[src/rtl/data_cache_pkg.sv]
// Shared sizing defaults and FSM encoding for the L1 data cache.
package data_cache_pkg;

  localparam int DC_LINE_NUM       = 16;
  localparam int DC_WORDS_PER_LINE = 4;
  localparam int DC_ADDR_WIDTH     = 32;
  localparam int DC_DATA_WIDTH     = 32;
  localparam int DC_OFF_W          = 2;

  typedef enum logic [1:0] {
    IDLE   = 2'd0,
    REFILL = 2'd1,
    WRITE  = 2'd2
  } dc_state_t;

endpackage

[src/rtl/data_cache_array.sv]
// Valid/tag/data storage: async lookup ports, one synchronous byte-masked word write port.
// Lookups are combinational; writes land on the next rising edge, no backpressure.
module data_cache_array
  import data_cache_pkg::*;
#(
  parameter int  LINE_NUM       = DC_LINE_NUM,
  parameter int  WORDS_PER_LINE = DC_WORDS_PER_LINE,
  parameter int  DATA_WIDTH     = DC_DATA_WIDTH,
  parameter int  TAG_W          = 26,
  localparam int IDX_W          = $clog2(LINE_NUM),
  localparam int WORD_W         = $clog2(WORDS_PER_LINE),
  localparam int BE_W           = DATA_WIDTH / 8
) (
  input  logic                  clk,
  input  logic                  rst,
  input  logic [IDX_W-1:0]      a_idx,
  input  logic [WORD_W-1:0]     a_word,
  output logic                  a_valid,
  output logic [TAG_W-1:0]      a_tag,
  output logic [DATA_WIDTH-1:0] a_data,
  input  logic [IDX_W-1:0]      b_idx,
  output logic                  b_valid,
  output logic [TAG_W-1:0]      b_tag,
  input  logic                  we,
  input  logic [IDX_W-1:0]      w_idx,
  input  logic [WORD_W-1:0]     w_word,
  input  logic [DATA_WIDTH-1:0] w_data,
  input  logic [BE_W-1:0]       w_mask,
  input  logic                  w_set_valid,
  input  logic [TAG_W-1:0]      w_tag
);

  logic [LINE_NUM-1:0]   valid_q;
  logic [TAG_W-1:0]      tag_q  [LINE_NUM];
  logic [DATA_WIDTH-1:0] data_q [LINE_NUM*WORDS_PER_LINE];

  always_ff @(posedge clk or negedge rst) begin
    if (!rst) begin
      valid_q <= '0;
    end else if (we && w_set_valid) begin
      valid_q[w_idx] <= 1'b1;
    end
  end

  always_ff @(posedge clk) begin
    if (we && w_set_valid) begin
      tag_q[w_idx] <= w_tag;
    end
    if (we) begin
      for (int i = 0; i < BE_W; i++) begin
        if (w_mask[i]) begin
          data_q[{w_idx, w_word}][8*i +: 8] <= w_data[8*i +: 8];
        end
      end
    end
  end

  assign a_valid = valid_q[a_idx];
  assign a_tag   = tag_q[a_idx];
  assign a_data  = data_q[{a_idx, a_word}];
  assign b_valid = valid_q[b_idx];
  assign b_tag   = tag_q[b_idx];

endmodule

[src/rtl/data_cache.sv]
// Direct-mapped write-through no-write-allocate L1 D-cache; hits return in the request cycle.
// Misses/stores hold the level request until done; memory port holds mem_req and fields until mem_ack.
module data_cache
  import data_cache_pkg::*;
#(
  parameter int LINE_NUM       = DC_LINE_NUM,
  parameter int WORDS_PER_LINE = DC_WORDS_PER_LINE,
  parameter int ADDR_WIDTH     = DC_ADDR_WIDTH,
  parameter int DATA_WIDTH     = DC_DATA_WIDTH
) (
  input  logic                    clk,
  input  logic                    rst,
  input  logic                    dcache_read,
  input  logic [ADDR_WIDTH-1:0]   dcache_read_addr,
  output logic                    dcache_read_done,
  output logic [DATA_WIDTH-1:0]   dcache_read_data,
  input  logic                    dcache_prefetch,
  input  logic [ADDR_WIDTH-1:0]   dcache_pre_addr,
  input  logic                    dcache_write,
  input  logic [ADDR_WIDTH-1:0]   dcache_write_addr,
  input  logic [DATA_WIDTH-1:0]   dcache_write_data,
  input  logic [DATA_WIDTH/8-1:0] dcache_write_mask,
  output logic                    dcache_write_done,
  output logic                    mem_req,
  output logic                    mem_we,
  output logic [ADDR_WIDTH-1:0]   mem_addr,
  output logic [DATA_WIDTH-1:0]   mem_wdata,
  output logic [DATA_WIDTH/8-1:0] mem_wmask,
  input  logic                    mem_ack,
  input  logic [DATA_WIDTH-1:0]   mem_rdata
);

  localparam int WORD_W   = $clog2(WORDS_PER_LINE);
  localparam int IDX_W    = $clog2(LINE_NUM);
  localparam int LINE_LSB = DC_OFF_W + WORD_W;
  localparam int TAG_LSB  = LINE_LSB + IDX_W;
  localparam int TAG_W    = ADDR_WIDTH - TAG_LSB;
  localparam int BE_W     = DATA_WIDTH / 8;

  dc_state_t                      state, state_nxt;
  logic [ADDR_WIDTH-1:LINE_LSB]   fill_line, fill_line_nxt, pf_line;
  logic [WORD_W-1:0]              fill_cnt;
  logic                           pf_vld, pf_clr;

  logic                  a_valid, b_valid, rd_hit, b_hit;
  logic [TAG_W-1:0]      a_tag, b_tag, b_cmp_tag;
  logic [DATA_WIDTH-1:0] a_data;
  logic [IDX_W-1:0]      b_idx;

  logic                  arr_we, arr_set_valid;
  logic [IDX_W-1:0]      arr_idx;
  logic [WORD_W-1:0]     arr_word;
  logic [DATA_WIDTH-1:0] arr_wdata;
  logic [BE_W-1:0]       arr_wmask;
  logic [TAG_W-1:0]      arr_tag;

  logic unused;
  assign unused = ^{dcache_read_addr[DC_OFF_W-1:0], dcache_write_addr[DC_OFF_W-1:0],
                    dcache_pre_addr[LINE_LSB-1:0]};

  // Port b serves the store-hit check in WRITE and the prefetch-slot check otherwise.
  assign b_idx     = (state == WRITE) ? dcache_write_addr[TAG_LSB-1:LINE_LSB] : pf_line[TAG_LSB-1:LINE_LSB];
  assign b_cmp_tag = (state == WRITE) ? dcache_write_addr[ADDR_WIDTH-1:TAG_LSB] : pf_line[ADDR_WIDTH-1:TAG_LSB];
  assign b_hit     = b_valid && (b_tag == b_cmp_tag);

  assign rd_hit = (state == IDLE) && dcache_read && a_valid &&
                  (a_tag == dcache_read_addr[ADDR_WIDTH-1:TAG_LSB]);
  assign dcache_read_done = rd_hit;
  assign dcache_read_data = rd_hit ? a_data : '0;

  data_cache_array #(
    .LINE_NUM       (LINE_NUM),
    .WORDS_PER_LINE (WORDS_PER_LINE),
    .DATA_WIDTH     (DATA_WIDTH),
    .TAG_W          (TAG_W)
  ) u_array (
    .clk         (clk),
    .rst         (rst),
    .a_idx       (dcache_read_addr[TAG_LSB-1:LINE_LSB]),
    .a_word      (dcache_read_addr[LINE_LSB-1:DC_OFF_W]),
    .a_valid     (a_valid),
    .a_tag       (a_tag),
    .a_data      (a_data),
    .b_idx       (b_idx),
    .b_valid     (b_valid),
    .b_tag       (b_tag),
    .we          (arr_we),
    .w_idx       (arr_idx),
    .w_word      (arr_word),
    .w_data      (arr_wdata),
    .w_mask      (arr_wmask),
    .w_set_valid (arr_set_valid),
    .w_tag       (arr_tag)
  );

  always_ff @(posedge clk or negedge rst) begin
    if (!rst) begin
      state     <= IDLE;
      fill_line <= '0;
      fill_cnt  <= '0;
      pf_vld    <= 1'b0;
      pf_line   <= '0;
    end else begin
      state     <= state_nxt;
      fill_line <= fill_line_nxt;
      if (state == REFILL && mem_ack) begin
        fill_cnt <= fill_cnt + WORD_W'(1);
      end
      // A fresh hint always wins over clearing the slot in the same cycle.
      if (dcache_prefetch) begin
        pf_vld  <= 1'b1;
        pf_line <= dcache_pre_addr[ADDR_WIDTH-1:LINE_LSB];
      end else if (pf_clr) begin
        pf_vld <= 1'b0;
      end
    end
  end

  always_comb begin
    state_nxt         = state;
    fill_line_nxt     = fill_line;
    pf_clr            = 1'b0;
    mem_req           = 1'b0;
    mem_we            = 1'b0;
    mem_addr          = '0;
    mem_wdata         = '0;
    mem_wmask         = '0;
    dcache_write_done = 1'b0;
    arr_we            = 1'b0;
    arr_set_valid     = 1'b0;
    arr_idx           = '0;
    arr_word          = '0;
    arr_wdata         = '0;
    arr_wmask         = '0;
    arr_tag           = '0;
    case (state)
      IDLE: begin
        if (pf_vld && b_hit) begin
          pf_clr = 1'b1;
        end
        if (dcache_write) begin
          state_nxt = WRITE;
        end else if (dcache_read && !rd_hit) begin
          state_nxt     = REFILL;
          fill_line_nxt = dcache_read_addr[ADDR_WIDTH-1:LINE_LSB];
        end else if (pf_vld && !b_hit) begin
          state_nxt     = REFILL;
          fill_line_nxt = pf_line;
          pf_clr        = 1'b1;
        end
      end
      REFILL: begin
        mem_req   = 1'b1;
        mem_addr  = {fill_line, fill_cnt, {DC_OFF_W{1'b0}}};
        arr_idx   = fill_line[TAG_LSB-1:LINE_LSB];
        arr_word  = fill_cnt;
        arr_wdata = mem_rdata;
        arr_wmask = '1;
        arr_tag   = fill_line[ADDR_WIDTH-1:TAG_LSB];
        if (mem_ack) begin
          arr_we = 1'b1;
          if (fill_cnt == WORD_W'(WORDS_PER_LINE - 1)) begin
            arr_set_valid = 1'b1;
            state_nxt     = IDLE;
          end
        end
      end
      WRITE: begin
        mem_req   = 1'b1;
        mem_we    = 1'b1;
        mem_addr  = {dcache_write_addr[ADDR_WIDTH-1:DC_OFF_W], {DC_OFF_W{1'b0}}};
        mem_wdata = dcache_write_data;
        mem_wmask = dcache_write_mask;
        arr_idx   = dcache_write_addr[TAG_LSB-1:LINE_LSB];
        arr_word  = dcache_write_addr[LINE_LSB-1:DC_OFF_W];
        arr_wdata = dcache_write_data;
        arr_wmask = dcache_write_mask;
        if (mem_ack) begin
          dcache_write_done = 1'b1;
          arr_we            = b_hit;
          state_nxt         = IDLE;
        end
      end
      default: state_nxt = IDLE;
    endcase
  end

endmodule

[config.mk]
export PLATFORM = sky130hd
export DESIGN_NAME = data_cache
export DESIGN_NICKNAME = d
export VERILOG_FILES = /design/src/rtl/data_cache_pkg.sv /design/src/rtl/data_cache_array.sv /design/src/rtl/data_cache.sv
export SDC_FILE = /design/constraint.sdc
export NUM_CORES = 2
export LEC_CHECK = 0
export CELL_PAD_IN_SITES_DETAIL_PLACEMENT = 0
export CELL_PAD_IN_SITES_GLOBAL_PLACEMENT = 2
export CORE_MARGIN = 1
export CORE_UTILIZATION = 44
export CTS_CLUSTER_SIZE = 10
export DETAILED_ROUTE_END_ITERATION = 6
export GPL_TIMING_DRIVEN = 0
export PLACE_DENSITY_LB_ADDON = 0.1
export SLEW_MARGIN = 25
export SYNTH_ARGS = -nofsm -noshare
export SYNTH_HDL_FRONTEND = slang
export SYNTH_HIERARCHICAL = 1
export SYNTH_SLANG_ARGS = --single-unit
export TNS_END_PERCENT = 100
[constraint.sdc]
create_clock -name clk -period 7.9 [get_ports clk]
set_clock_uncertainty 0.15 [all_clocks]
set_input_delay 1.58 -clock clk [delete_from_list [all_inputs] [get_ports clk]]
set_output_delay 1.58 -clock clk [all_outputs]
set_load 0.02 [all_outputs]
==> results.md <==
* Outcome: finished, violations left
* Failing checks: setup timing
* Final setup vio count at 1
* CP bufs+invs at 5
* Leading cell types in the layout, fill and taps excluded: 2,432 x edfxtp_1, 791 x mux4_2, 323 x clkbuf_16
* Cell area after layout at 122,800 um2
* Pre-CTS setup slack at -3277 ps
* Max Freq at 0.1265 GHz
* Top cell type by total area after synthesis: edfxtp_1
* Gate power share at 0.180
* Avg Cell Area, Syn at 21.05 um2
* Worst path arrival time at 6180 ps
* Fillers at 17,890
* Post-Synthesis Cell Area at 102,400 um2
* Pre-antenna DRT Iters at 6
* Htree depth at 5
* Die Height at 484.4 um
* Final non-filler cell total at 8,704
* Yosys warnings at 6
* Max rail drop VDD at 0.2128 mV
* 1st-iter DRT viols at 7,844
* Max-slew headroom at 0.2570
* Placed Cells at 8,288
* Sequential Power Share at 0.457
* Seq cells post-synth at 2,509
* Setup WS post-layout at -6.484 ps
* Hold WC Path Type: flip-flop to flip-flop
* Clock buffer count from CTS at 310
* Clk pin slew, worst setup/hold paths at 50 ps
* DRC Markers at 0
* GRT Resource Usage Total at 0.3221
* Hold Slack at 340.8 ps
* Crit-path leading delay family: buffers and inverters
* Gpl congestion at 0.9075
* Sequential element share of the synthesized area at 0.7320
* Power per cell area at 280.3 nW/um2
* Setup tns final at -6.484 ps
* Synth top area share at 0.7131
* Root Driver: clkbuf_16
* Clock network fraction of total power at 0.363
* GR Overflow Total at 0
* Routed Antenna Nets at 0
* Syn Inst Count at 4,865
* Sw frac at 0.2679
* Clk_lat worst skew at 940 ps
* Tightest Pin Transition at 1115 ps
* Fin nets at 5,757
* Die width at 484.4 um
* Initial antenna violation count at 29
* P_leak at 39.35 nW
* Vias/cell at 6.543
* Vias at 56,950
* Site row count at 176
* Hold_buf cts at 0
* Crit-path cells: dlygate4sd2_1, buf_2, buf_2, clkbuf_2, mux4_2, mux4_2, nand2_1, nand3_1, and2_1, clkdlybuf4s50_1
* Clk sink count at 2,509
* Worst setup path category: primary input to output pin
* Placed inst area at 112,000 um2
* CTS tree: yes
* Max cap viols at 0
* Largest net degree at the start of global routing at 47
* Longest Clk Path Bufs at 4
* Netlist cell types at 54
* Slowest CP cell: clkbuf_2
* Fin. Hold Viols at 0
* Pins Over Slew Limit at 0
* Worst Path Max Fanout at 10
* Avg WL per Cell at 43.34 um
* Critical Path Sink Type: output pin
* HPWL Detailed at 268.2 mm
* Critical Path Max Stage Delay at 620 ps
* Post-Route WL at 377.2 mm
* Commonest non-fill, non-tap cell in the layout: edfxtp_1
* Async SR Flop Fraction at 0.03069
* Startpoint types: primary input
* First-pass GRT wire length at 499.6 mm
* I/O pin cnt at 274
* Synth Flop Type: edfxtp_1
* Starting Density at 0.4442
* Post-synth EDFFs at 2,432
* Crit share post-route at 1.001
* Layout overhead on the synthesized area at 19.93%
* Layout cells sized above 1 at 0.3516
* Fin crit period at 7906 ps
* Core Footprint at 230,600 um2
* Switching pwr at 9.221 mW
* Worst endpoint required time at 6170 ps
* Buffers on Ports at 261
* Vias in the first global route at 55,520
* Internal at 25.20 mW
* Synth top area cells: edfxtp_1 71%, mux4_2 17%, dfrtp_1 1.9%
* Die ar. at 234,700 um2
-- per-layer routing --
| layer | global-route usage | part of all wire | vias up |
|---|---|---|---|
| met3 | 0.07362 | 0.10 | 604 |
| li1 | - | - | 21710 |
| met4 | 0.1312 | 0.043 | 6 |
| met2 | 0.4931 | 0.46 | 3370 |
| met1 | 0.4473 | 0.39 | 31270 |
| met5 | 0 | 0.000093 | - |
-- cells in the mapped netlist (all sizes together) (7+ instances only) --
master  instances
edfxtp       2432
mux4          791
nor2          271
clkbuf        164
buf           141
nand2         121
mux2          103
and2           98
nor2b          95
mux2i          88
a22oi          86
a21oi          78
dfrtp          77
nand3          39
o22ai          27
xor2           25
xnor2          24
or2            16
o21ai          15
a211oi         13
o31ai          13
or3            13
nor4           11
and3           10
a221oi          9
inv             9
nand2b          9
o221ai          9
a221o           8
nor3            8
a31oi           7
nor3b           7
o211a           7
-- registers in the layout, summed over array words and instances (netlist names) --
| register | flops |
|---|---|
| u_array/data_q | 2048 |
| u_array/tag_q | 384 |
| fill_line | 28 |
| pf_line | 28 |
| u_array/valid_q | 16 |
| fill_cnt | 2 |
| state | 2 |
| pf_vld | 1 |
-- kinds of logic after synthesis --
logic type | after synthesis | synth area share
fa+ha+maj | 4 | 0.0004887
compound gates | 299 | 0.02000
flops | 2509 | 0.7320
simple gates | 707 | 0.03360
other cells | 1 | 0.00003662
buf+inv | 314 | 0.01525
mux | 982 | 0.1945
xor+xnor | 49 | 0.004191
-- timing repair --
item	in CTS	in global routing
pin swaps	11	2
gates resized for setup	452	254
endpoints found under the setup margin	2512	2461
setup buffers	11	1
hold endpoints to repair	0	0
-- per-stage QoR --
step	power [mW]	util
5_1_grt	35.27	0.5326
3_5_place_dp	22.05	0.4856
4_1_cts	34.50	0.5287
6_report	34.42	0.5327
2_1_floorplan	18.91	-
3_3_place_gp	21.47	0.4720
-- layout make-up --
type                       instances  area [um2]  share of cell area
antenna                            7       17.52           0.0001426
buffer                           302        2088             0.01700
clock buffer                     371        8230             0.06701
clock inverter                    29       212.7            0.001732
inverter                           9       33.78           0.0002751
multi-input combinational       2043       28190              0.2295
sequential                      2509       74960              0.6103
tap                             3026        3786             0.03083
timing repair buffer             408        5300             0.04315
-- power by group through the flow --
stage	logic [mW]	registers [mW]	clock network (mW)
global route	6.40	15.8	13.1
detailed placement	6.04	16.0	0
CTS	6.11	15.7	12.7
floorplan	2.85	16.1	0
finish	6.19	15.7	12.5
global placement	5.27	16.2	0
-- final timing paths --
check                               startpoint                    end  slack, ps  cells past startpoint
setup / recovery           dcache_read_addr[3]   dcache_read_data[24]         -6                     10
hold reg to reg            u_array/valid_q[14]    u_array/valid_q[14]        340                      1
min in group asynchronous                  rst            pf_line[14]        390                      1
hold / removal             u_array/valid_q[14]    u_array/valid_q[14]        340                      1
max in group asynchronous                  rst    u_array/valid_q[13]       6560                      2
setup reg to reg                      state[0]  u_array/tag_q[13][16]        470                     24
Note: power is estimated with default switching activity, not from simulation.
